File: src/rtl/wr_queue_ctrl.sv
// wr_queue_ctrl: posted-write queue that retires writes in order through tag lookup, line fetch and data RAM.
// Define WR_QUEUE_STRB_EN to store per-entry byte strobes and to pop all-zero-strobe entries without any access.
module wr_queue_ctrl #(
    parameter int addr_width = 32,
    parameter int data_width = 32,
    parameter int list_depth = 4,
    parameter int list_width = 32,
    parameter int wq_depth = 4,
    localparam int TW = $clog2(list_depth),
    localparam int OW = $clog2(list_width),
    localparam int PW = $clog2(wq_depth),
    localparam int SW = data_width / 8
) (
    input  logic                  clk,
    input  logic                  rst,
    input  logic                  i_wr_valid,
    output logic                  o_wr_ready,
    input  logic [addr_width-1:0] i_wr_addr,
    input  logic [data_width-1:0] i_wr_data,
    input  logic [SW-1:0]         i_wr_strb,
    output logic [PW:0]           o_wq_count,
    output logic                  o_acc_req,
    output logic [1:0]            o_acc_cmd,
    output logic [addr_width-1:0] o_acc_index,
    output logic [TW-1:0]         o_acc_tag,
    input  logic [2:0]            i_acc_status,
    input  logic [TW-1:0]         i_return_tag,
    input  logic [addr_width-1:0] i_return_index,
    output logic [2:0]            o_proc_status_w,
    output logic [addr_width-1:0] o_proc_addr_w,
    input  logic [2:0]            i_proc_status_r,
    input  logic [addr_width-1:0] i_proc_addr_r,
    output logic                  o_fetch_req,
    input  logic                  i_fetch_gnt,
    input  logic                  i_fetch_done,
    output logic [1:0]            o_fetch_cmd,
    output logic [TW-1:0]         o_fetch_tag,
    output logic [addr_width-1:0] o_fetch_addr,
    output logic [addr_width-1:0] o_fetch_addr_pre,
    output logic                  o_mem_wen,
    input  logic                  i_mem_wready,
    output logic [TW+OW-1:0]      o_mem_waddr,
    output logic [data_width-1:0] o_mem_wdata,
    output logic [SW-1:0]         o_mem_wstrb
);
    localparam logic [2:0] S_IDLE = 3'd0, S_LOOKUP = 3'd1, S_CHECK = 3'd2, S_ALLOC = 3'd3,
                           S_FREQ = 3'd4, S_WAITF = 3'd5, S_WMEM = 3'd6, S_WAITC = 3'd7;
    localparam logic [PW:0] QFULL = (PW+1)'(wq_depth);

    logic [addr_width-1:0] r_q_addr [wq_depth];
    logic [data_width-1:0] r_q_data [wq_depth];
    logic [PW-1:0]         r_wp, r_rp;
    logic [PW:0]           r_count;
    logic [2:0]            r_state;
    logic [TW-1:0]         r_tag;
    logic                  r_dirty;
    logic [1:0]            r_fetch_cmd;
    logic [addr_width-1:0] r_fetch_addr_pre;

    logic [2:0]            w_state_nxt;
    logic [PW:0]           w_count_nxt;
    logic [addr_width-1:0] w_head_addr, w_line;
    logic                  w_skip, w_lookup, w_hit, w_miss, w_alloc, w_freq, w_wmem, w_wmem_hs;
    logic                  w_push, w_pop, w_conflict;

`ifdef WR_QUEUE_STRB_EN
    logic [SW-1:0] r_q_strb [wq_depth];
    assign w_skip      = r_q_strb[r_rp] == '0;
    assign o_mem_wstrb = o_mem_wen ? r_q_strb[r_rp] : '0;
    always_ff @(posedge clk)
        if (w_push) r_q_strb[r_wp] <= i_wr_strb;
`else
    logic w_unused;
    assign w_unused    = ^i_wr_strb;
    assign w_skip      = 1'b0;
    assign o_mem_wstrb = '1;
`endif

    assign w_head_addr = r_q_addr[r_rp];
    // An empty queue reports a zero line address rather than a stale slot.
    assign w_line      = r_count != '0 ? {w_head_addr[addr_width-1:OW], {OW{1'b0}}} : '0;
    assign w_lookup    = r_state == S_LOOKUP;
    assign w_alloc     = r_state == S_ALLOC;
    assign w_freq      = r_state == S_FREQ;
    assign w_wmem      = r_state == S_WMEM;
    assign w_hit       = w_lookup && !w_skip && i_acc_status == 3'b001;
    assign w_miss      = w_lookup && !w_skip && (i_acc_status == 3'b000 || i_acc_status == 3'b100);
    assign w_wmem_hs   = w_wmem && i_mem_wready;
    assign w_conflict  = i_proc_status_r == 3'b010 && i_proc_addr_r == w_line;
    assign o_wr_ready  = r_count != QFULL;
    assign w_push      = i_wr_valid && o_wr_ready;
    assign w_pop       = (w_lookup && w_skip) || (w_hit && i_mem_wready) || w_wmem_hs;
    assign w_count_nxt = r_count + {{PW{1'b0}}, w_push} - {{PW{1'b0}}, w_pop};

    assign o_wq_count       = r_count;
    assign o_acc_req        = (w_lookup && !w_skip) || w_alloc || w_wmem_hs;
    assign o_acc_cmd        = w_alloc ? 2'b10 : w_wmem_hs ? 2'b11 : 2'b00;
    assign o_acc_index      = o_acc_req ? w_line : '0;
    assign o_acc_tag        = w_wmem_hs ? r_tag : '0;
    assign o_proc_status_w  = r_state == S_CHECK ? 3'b001 : w_wmem_hs ? 3'b011 :
                              (w_alloc || w_freq || r_state == S_WAITF || w_wmem) ? 3'b010 : 3'b000;
    assign o_proc_addr_w    = w_line;
    assign o_fetch_req      = w_freq;
    assign o_fetch_cmd      = r_fetch_cmd;
    assign o_fetch_tag      = w_freq ? r_tag : '0;
    assign o_fetch_addr     = w_line;
    assign o_fetch_addr_pre = r_fetch_addr_pre;
    assign o_mem_wen        = w_hit || w_wmem;
    assign o_mem_waddr      = o_mem_wen ? {w_hit ? i_return_tag : r_tag, w_head_addr[OW-1:0]} : '0;
    assign o_mem_wdata      = o_mem_wen ? r_q_data[r_rp] : '0;

    always_comb begin
        w_state_nxt = r_state;
        case (r_state)
            S_IDLE:   w_state_nxt = r_count != '0 ? S_LOOKUP : S_IDLE;
            S_LOOKUP: w_state_nxt = w_pop ? (w_count_nxt != '0 ? S_LOOKUP : S_IDLE) : w_miss ? S_CHECK : S_LOOKUP;
            S_CHECK:  w_state_nxt = w_conflict ? S_WAITC : S_ALLOC;
            S_ALLOC:  w_state_nxt = S_FREQ;
            S_FREQ:   w_state_nxt = i_fetch_gnt ? S_WAITF : S_FREQ;
            S_WAITF:  w_state_nxt = i_fetch_done ? S_WMEM : S_WAITF;
            S_WMEM:   w_state_nxt = w_wmem_hs ? (w_count_nxt != '0 ? S_LOOKUP : S_IDLE) : S_WMEM;
            S_WAITC:  w_state_nxt = i_proc_status_r == 3'b011 ? S_LOOKUP : S_WAITC;
            default:  w_state_nxt = S_IDLE;
        endcase
    end

    always_ff @(posedge clk)
        if (w_push) begin
            r_q_addr[r_wp] <= i_wr_addr;
            r_q_data[r_wp] <= i_wr_data;
        end

    always_ff @(posedge clk or posedge rst)
        if (rst) begin
            r_state          <= S_IDLE;
            r_wp             <= '0;
            r_rp             <= '0;
            r_count          <= '0;
            r_tag            <= '0;
            r_dirty          <= 1'b0;
            r_fetch_cmd      <= 2'b00;
            r_fetch_addr_pre <= '0;
        end else begin
            r_state <= w_state_nxt;
            r_count <= w_count_nxt;
            if (w_push) r_wp <= r_wp + PW'(1);
            if (w_pop) r_rp <= r_rp + PW'(1);
            // Miss kind comes from the lookup; the allocate response may report something else.
            if (w_miss) r_dirty <= i_acc_status == 3'b100;
            if (w_alloc) begin
                r_tag            <= i_return_tag;
                r_fetch_addr_pre <= i_return_index;
                r_fetch_cmd      <= r_dirty ? 2'b10 : 2'b01;
            end
        end
endmodule

File: config.mk
export PLATFORM = sky130hd
export DESIGN_NAME = wr_queue_ctrl
export DESIGN_NICKNAME = d
export VERILOG_FILES = /design/src/rtl/wr_queue_ctrl.sv
export SDC_FILE = /design/constraint.sdc
export NUM_CORES = 1
export LEC_CHECK = 0
export CELL_PAD_IN_SITES_DETAIL_PLACEMENT = 0
export CELL_PAD_IN_SITES_GLOBAL_PLACEMENT = 2
export CORE_AREA = 2 2 200 202
export CTS_CLUSTER_DIAMETER = 80
export DETAILED_ROUTE_END_ITERATION = 16
export DIE_AREA = 0 0 202 204
export MAX_ROUTING_LAYER = met4
export PLACE_DENSITY_LB_ADDON = 0.1
export SYNTH_ARGS = -nofsm -noshare
export SYNTH_HDL_FRONTEND = slang
export SYNTH_SLANG_ARGS = --single-unit
File: constraint.sdc
create_clock -name clk -period 3.8 [get_ports clk]
set_input_delay 0.38 -clock clk [delete_from_list [all_inputs] [get_ports clk]]
set_output_delay 0.38 -clock clk [all_outputs]
set_load 0.05 [all_outputs]
==> results.ini, run 1 <==
[worst_setup_path]
path_cells = buf_12 > mux4_2 > and2_1 > and2_1 > clkdlybuf4s50_1
crit_family = buffers and inverters
reg2reg_from = r_state[0]
r2r_slack_ns = 0.71
cpMaxStageDelayCell = clkdlybuf4s50_1
cp_common_cell = and2_1
cp_max_fo = 80
start_kind = flip-flop
end_kind = output pin
timing.rr.end = r_state[0]
cp.required_ns = 3.42
path_class = reg2out
max_stage_delay_ns = 0.69
reg2reg_depth = 15
path_buf_inv = 2
critPathArrivalTime_ns = 3.12

[route]
drt-vias-per-instance = 4.78
drtPass1Iterations = 5
wire_per_inst_um = 21.4
drt-initial-drc-count = 456
drc = 0
wirelength_um = 36100
dr_total_vias = 8066
ant_nets = 0

[synthesis]
yosysWarnings = 0
synth_seq_area_share = 0.673
yosys.area.top_type_share = 0.583
syn_area_um2 = 13200
ys_async_sr_fraction = 0.155
synth.area.top_cells = edfxtp_1 (58%), dfrtp_1 (8.9%), mux4_2 (7.7%)
synth_ff_type = edfxtp_1
syn_area_per_cell_um2 = 16.0
synth-seq-cells = 303
synth_cell_types = 61
netlist_instances = 825
synth_top_area_cell = edfxtp_1
synth_edf_count = 256

[sta]
relSlewSlack = 0.515
setup_viol = 0
fin_crit_ns = 3.50
hold_slack_ns = 0.311
hold_viol = 0
rsz0062_at_grt = false
drv_slew = 0
worst_slew_pin_slew_ns = 0.726
finalCritPeriodShare = 0.922
fmax_mhz = 285
final.setup.tns_ns = 0
final.setup_skew_ns = 0.00982

[placed_design]
io_buffer_count = 310
globalplace.congestion = 0.796
hpwl_um = 25200
dp_cells = 1618

[global_routing]
grt_pass1_vias = 8398
antenna_found_initial = 6
grt.total_usage = 0.180
overflow = 0
grt_pass1_wl_um = 53700
grt_max_degree = 81

[clocking]
ctsHoldBuffers = 0
cts_sinks = 303
clockBufferDepth = 3
cts_buffers = 36
worst_skew_pair.late_latency_ns = 0.52
clk_pin_slew_ns = 0.06
cts_tree = done
cts_root_buf = clkbuf_16
h-tree-depth = 2
post-cts-setup-buffer-count = 0

[pwr]
irDropWorstVdd_mv = 0.674
powerDensity_nw_per_um2 = 964
leakage_nw = 6.52

[finish]
nets = 1284
fin_cells = 1689
layout-drive-gt1-share = 0.187
area_growth_syn_to_layout_pct = 37.2

[floorplan]
rows = 73
coreArea_um2 = 39200
fp.dieArea_um2 = 41200
die_height_um = 204
io_pins = 335
dieWidth_um = 202
initial_core_util = 0.336

[run]
max_cap_viol_count = 0

[min_path]
hold_path_class = in2async

[run_status]
status = finished, final reports clean

cells in the mapped netlist, types with 3 or more instances:
| library cell | number |
|---|---|
| buf_1 | 6 |
| buf_2 | 7 |
| mux2_2 | 58 |
| nor2b_1 | 38 |
| a221oi_1 | 5 |
| o22ai_1 | 9 |
| xnor2_1 | 5 |
| nor3_1 | 6 |
| mux2i_1 | 30 |
| inv_1 | 30 |
| a22oi_1 | 4 |
| nor2_1 | 52 |
| dfrtp_1 | 47 |
| a222oi_1 | 3 |
| buf_4 | 48 |
| and3_1 | 14 |
| nand3_1 | 3 |
| nand2_1 | 32 |
| nor4_1 | 7 |
| and2_1 | 9 |
| ha_1 | 6 |
| edfxtp_1 | 256 |
| a221o_1 | 3 |
| o21ai_0 | 16 |
| mux4_2 | 45 |
| clkbuf_1 | 19 |
| a21oi_1 | 11 |
| buf_6 | 5 |
| nand4_1 | 4 |
| nand2b_1 | 6 |
flip-flops by register name (all words and copies together), names as in the netlist:
| name | cells |
|---|---|
| o_fetch_addr_pre | 32 |
| o_fetch_cmd | 2 |
| o_wq_count | 3 |
| r_dirty | 1 |
| r_q_addr | 128 |
| r_q_data | 128 |
| r_rp | 2 |
| r_state | 3 |
| r_tag | 2 |
| r_wp | 2 |
layout by cell type, fill, tap and decap left out, types with 9 or more instances in the layout:
cell type	synthesis	final
a21oi_1	11	11
nor2_1	52	51
clkinv_1	0	10
clkbuf_16	0	36
inv_1	30	29
conb_1	2	20
mux4_2	45	45
and3_1	14	10
o22ai_1	9	9
buf_12	0	18
edfxtp_1	256	256
mux2_2	58	58
o21ai_0	16	16
clkdlybuf4s50_1	0	282
nor2b_1	38	38
mux2i_1	30	30
and2_1	9	9
dfrtp_1	47	45
buf_4	48	30
nand2_1	32	32
where the power goes:
group          internal (W)  leakage [nW]  switching (W)
Combinational       0.00329          3.04        0.00586
Sequential          0.00448          2.89       0.000317
Clock               0.00215         0.578        0.00132
Total               0.00992          6.52        0.00750
worst max-delay path by stage:
stage,end,slack (ns),cells past startpoint,from
floorplan,r_q_addr[0][0],0.54,3,o_wq_count[1]
global placement,r_state[0],0.59,16,i_acc_status[2]
detailed placement,r_state[0],0.55,16,i_acc_status[2]
CTS,o_mem_wdata[13],0.18,7,r_state[0]
global route,o_mem_wdata[18],0.001,7,r_state[0]
finish,o_acc_index[27],0.30,5,r_rp[0]
metal layers:
layer	vias up	share of wire	GRT usage
met5	-	0	-
met4	0	0.018	0.0410
met3	44	0.067	0.0459
met2	262	0.49	0.294
met1	4056	0.43	0.226
li1	3704	-	-
through the flow:
stage	area [um2]	total power, W	utilization	setup slack, ns
after floorplan	13200	0.0111	-	0.540
after global placement	16800	0.0141	0.430	0.587
after detailed placement	16800	0.0142	0.430	0.554
after CTS	18000	0.0177	0.461	0.178
after global routing	18100	0.0182	0.461	0.00110
final	18100	0.0174	0.461	0.297
worst reg2reg max path, delay by kind of cell, from the launching register on:
family / cells / cell delay (ns)
buffers and inverters: 2 / 0.23
adder cells (fa/ha/maj): 3 / 0.72
flip-flops: 1 / 0.56
XOR/XNOR: 2 / 0.28
AO/OA/AOI/OAI: 2 / 0.20
AND/OR/NAND/NOR: 6 / 0.99
cell type report:
type | count | area, um2
antenna | 6 | 15.0
clock buffer | 43 | 927
inverter | 30 | 113
tap | 525 | 657
fill | 3503 | 21100
clock inverter | 22 | 272
sequential | 303 | 8870
multi-input combinational | 424 | 3740
timing repair buffer | 336 | 3480
cells by family after synthesis:
group	after synthesis	synth area share
AO/OA/AOI/OAI	76	0.0423
AND/OR/NAND/NOR	180	0.0696
buffers and inverters	116	0.0511
flip-flops	303	0.673
adder cells (fa/ha/maj)	7	0.00722
other	2	0.000570
multiplexers	136	0.153
XOR/XNOR	5	0.00332
timing repair:
| action | in CTS | in global routing |
|---|---|---|
| setup endpoints to repair | 0 | 6 |
| endpoints found under the hold margin | 0 | 0 |
| gates resized for setup | 0 | 6 |
Note: power is estimated with default switching activity, not from simulation.
==> run 2: changes to the inputs <==
- CTS_CLUSTER_DIAMETER: 80 -> 50
==> results.ini, run 2 (same netlist as run 1, synthesis figures left out) <==
[worst_setup_path]
critPathArrivalTime_ns = 3.17
cp.required_ns = 3.42
crit_family = buffers and inverters
path_buf_inv = 2
cp_max_fo = 80
path_cells = buf_12 > mux4_2 > and2_1 > and2_1 > clkdlybuf4s50_1
end_kind = output pin
start_kind = flip-flop
path_class = reg2out
max_stage_delay_ns = 0.69
cp_common_cell = and2_1
cpMaxStageDelayCell = clkdlybuf4s50_1

[finish]
filler_cell_count = 3499
layout-drive-gt1-share = 0.196
area_growth_syn_to_layout_pct = 38.0
layout.cells.most_common = clkdlybuf4s50_1
nets = 1288
post-route-cell-area_um2 = 18200
fin_cells = 1698
final_cell_mix = clkdlybuf4s50_1 (274), edfxtp_1 (256), mux2_2 (58)
final_util = 0.464

[sta]
hold_viol = 0
drv_slew = 0
relSlewSlack = 0.506
fmax_mhz = 282
layout_setup_ws_ns = 0.252
fin_crit_ns = 3.55
finalCritPeriodShare = 0.934
worst_slew_pin_slew_ns = 0.741
final.setup_skew_ns = 0.0131
setup_viol = 0

[global_routing]
grt.total_usage = 0.183
grt_pass1_vias = 8541
use_met1 = 0.228
grt_pass1_wl_um = 54300
overflow = 0
antenna_found_initial = 6
grt_util_met2 = 0.295
grt_max_degree = 81
met3_usage = 0.0470
grt.busiest_layer = met2

[pwr]
irDropWorstVdd_mv = 0.681
leakage_nw = 6.70
total_power_w = 0.0175
powerDensity_nw_per_um2 = 965

[route]
wirelength_um = 36400
drt-vias-per-instance = 4.76
dr_total_vias = 8076
drtPass1Iterations = 4
wire_per_inst_um = 21.4
ant_nets = 0
drt-initial-drc-count = 438
drc = 0

[placed_design]
postPlaceCellArea_um2 = 16800
globalplace.congestion = 0.796
io_buffer_count = 310
dp_cells = 1618
pre_cts_slack_ns = 0.554
hpwl_um = 25200

[clocking]
cts_sinks = 303
cts_buffers = 40
clockBufferDepth = 3
cts_resized = 0
worst_skew_pair.late_latency_ns = 0.56
h-tree-depth = 2
cts_root_buf = clkbuf_16
clk_pin_slew_ns = 0.05
cts_tree = done
ctsHoldBuffers = 0
post-cts-setup-buffer-count = 0

[run_status]
status = finished, final reports clean

[min_path]
hold_path_class = in2async

[floorplan]
die_height_um = 204
dieWidth_um = 202
coreArea_um2 = 39200
rows = 73
initial_core_util = 0.336
io_pins = 335
fp.dieArea_um2 = 41200

[run]
max_cap_viol_count = 0

-- run 2: layout make-up --
class | instances | area (um2) | area share
diodes | 6 | 15.0 | 0.000826
clock buffers | 48 | 1030 | 0.0567
clock inverters | 26 | 253 | 0.0139
inverters | 30 | 113 | 0.00619
multi-input cells | 424 | 3740 | 0.206
flip-flops and latches | 303 | 8870 | 0.488
well taps | 525 | 657 | 0.0361
repair buffers | 336 | 3500 | 0.193
-- run 2: final timing paths --
path | endpoint | cells after the start | slack (ns) | startpoint
worst max-delay path | o_acc_index[27] | 5 | 0.25 | r_rp[0]
worst min-delay path | o_fetch_addr_pre[7] | 2 | 0.27 | rst
worst max register to register | r_state[0] | 15 | 0.71 | r_state[0]
worst min register to register | o_fetch_cmd[0] | 2 | 0.49 | o_fetch_cmd[0]
max in group asynchronous | o_wq_count[1] | 3 | 2.82 | rst
min in group clk | o_fetch_addr_pre[9] | 2 | 0.44 | i_return_index[9]
-- run 2: power breakdown --
group          internal, W  total, W  switching, W  leakage (nW)
Clock              0.00212   0.00359       0.00147         0.615
Sequential         0.00448   0.00480      0.000318          2.89
Combinational      0.00329   0.00915       0.00587          3.19
Total              0.00989    0.0175       0.00766          6.70
-- run 2: routing by layer --
layer | vias up | share of wire
met5 | - | 0
met4 | 0 | 0.019
met3 | 49 | 0.069
met2 | 259 | 0.48
met1 | 4037 | 0.43
li1 | 3731 | -
-- run 2: per-stage QoR --
step / TNS [ns] / hold WS [ns]
2_1_floorplan: 0 / 0.454
3_3_place_gp: 0 / 0.466
3_5_place_dp: 0 / 0.475
4_1_cts: 0 / 0.279
5_1_grt: -0.000604 / 0.320
6_report: 0 / 0.269
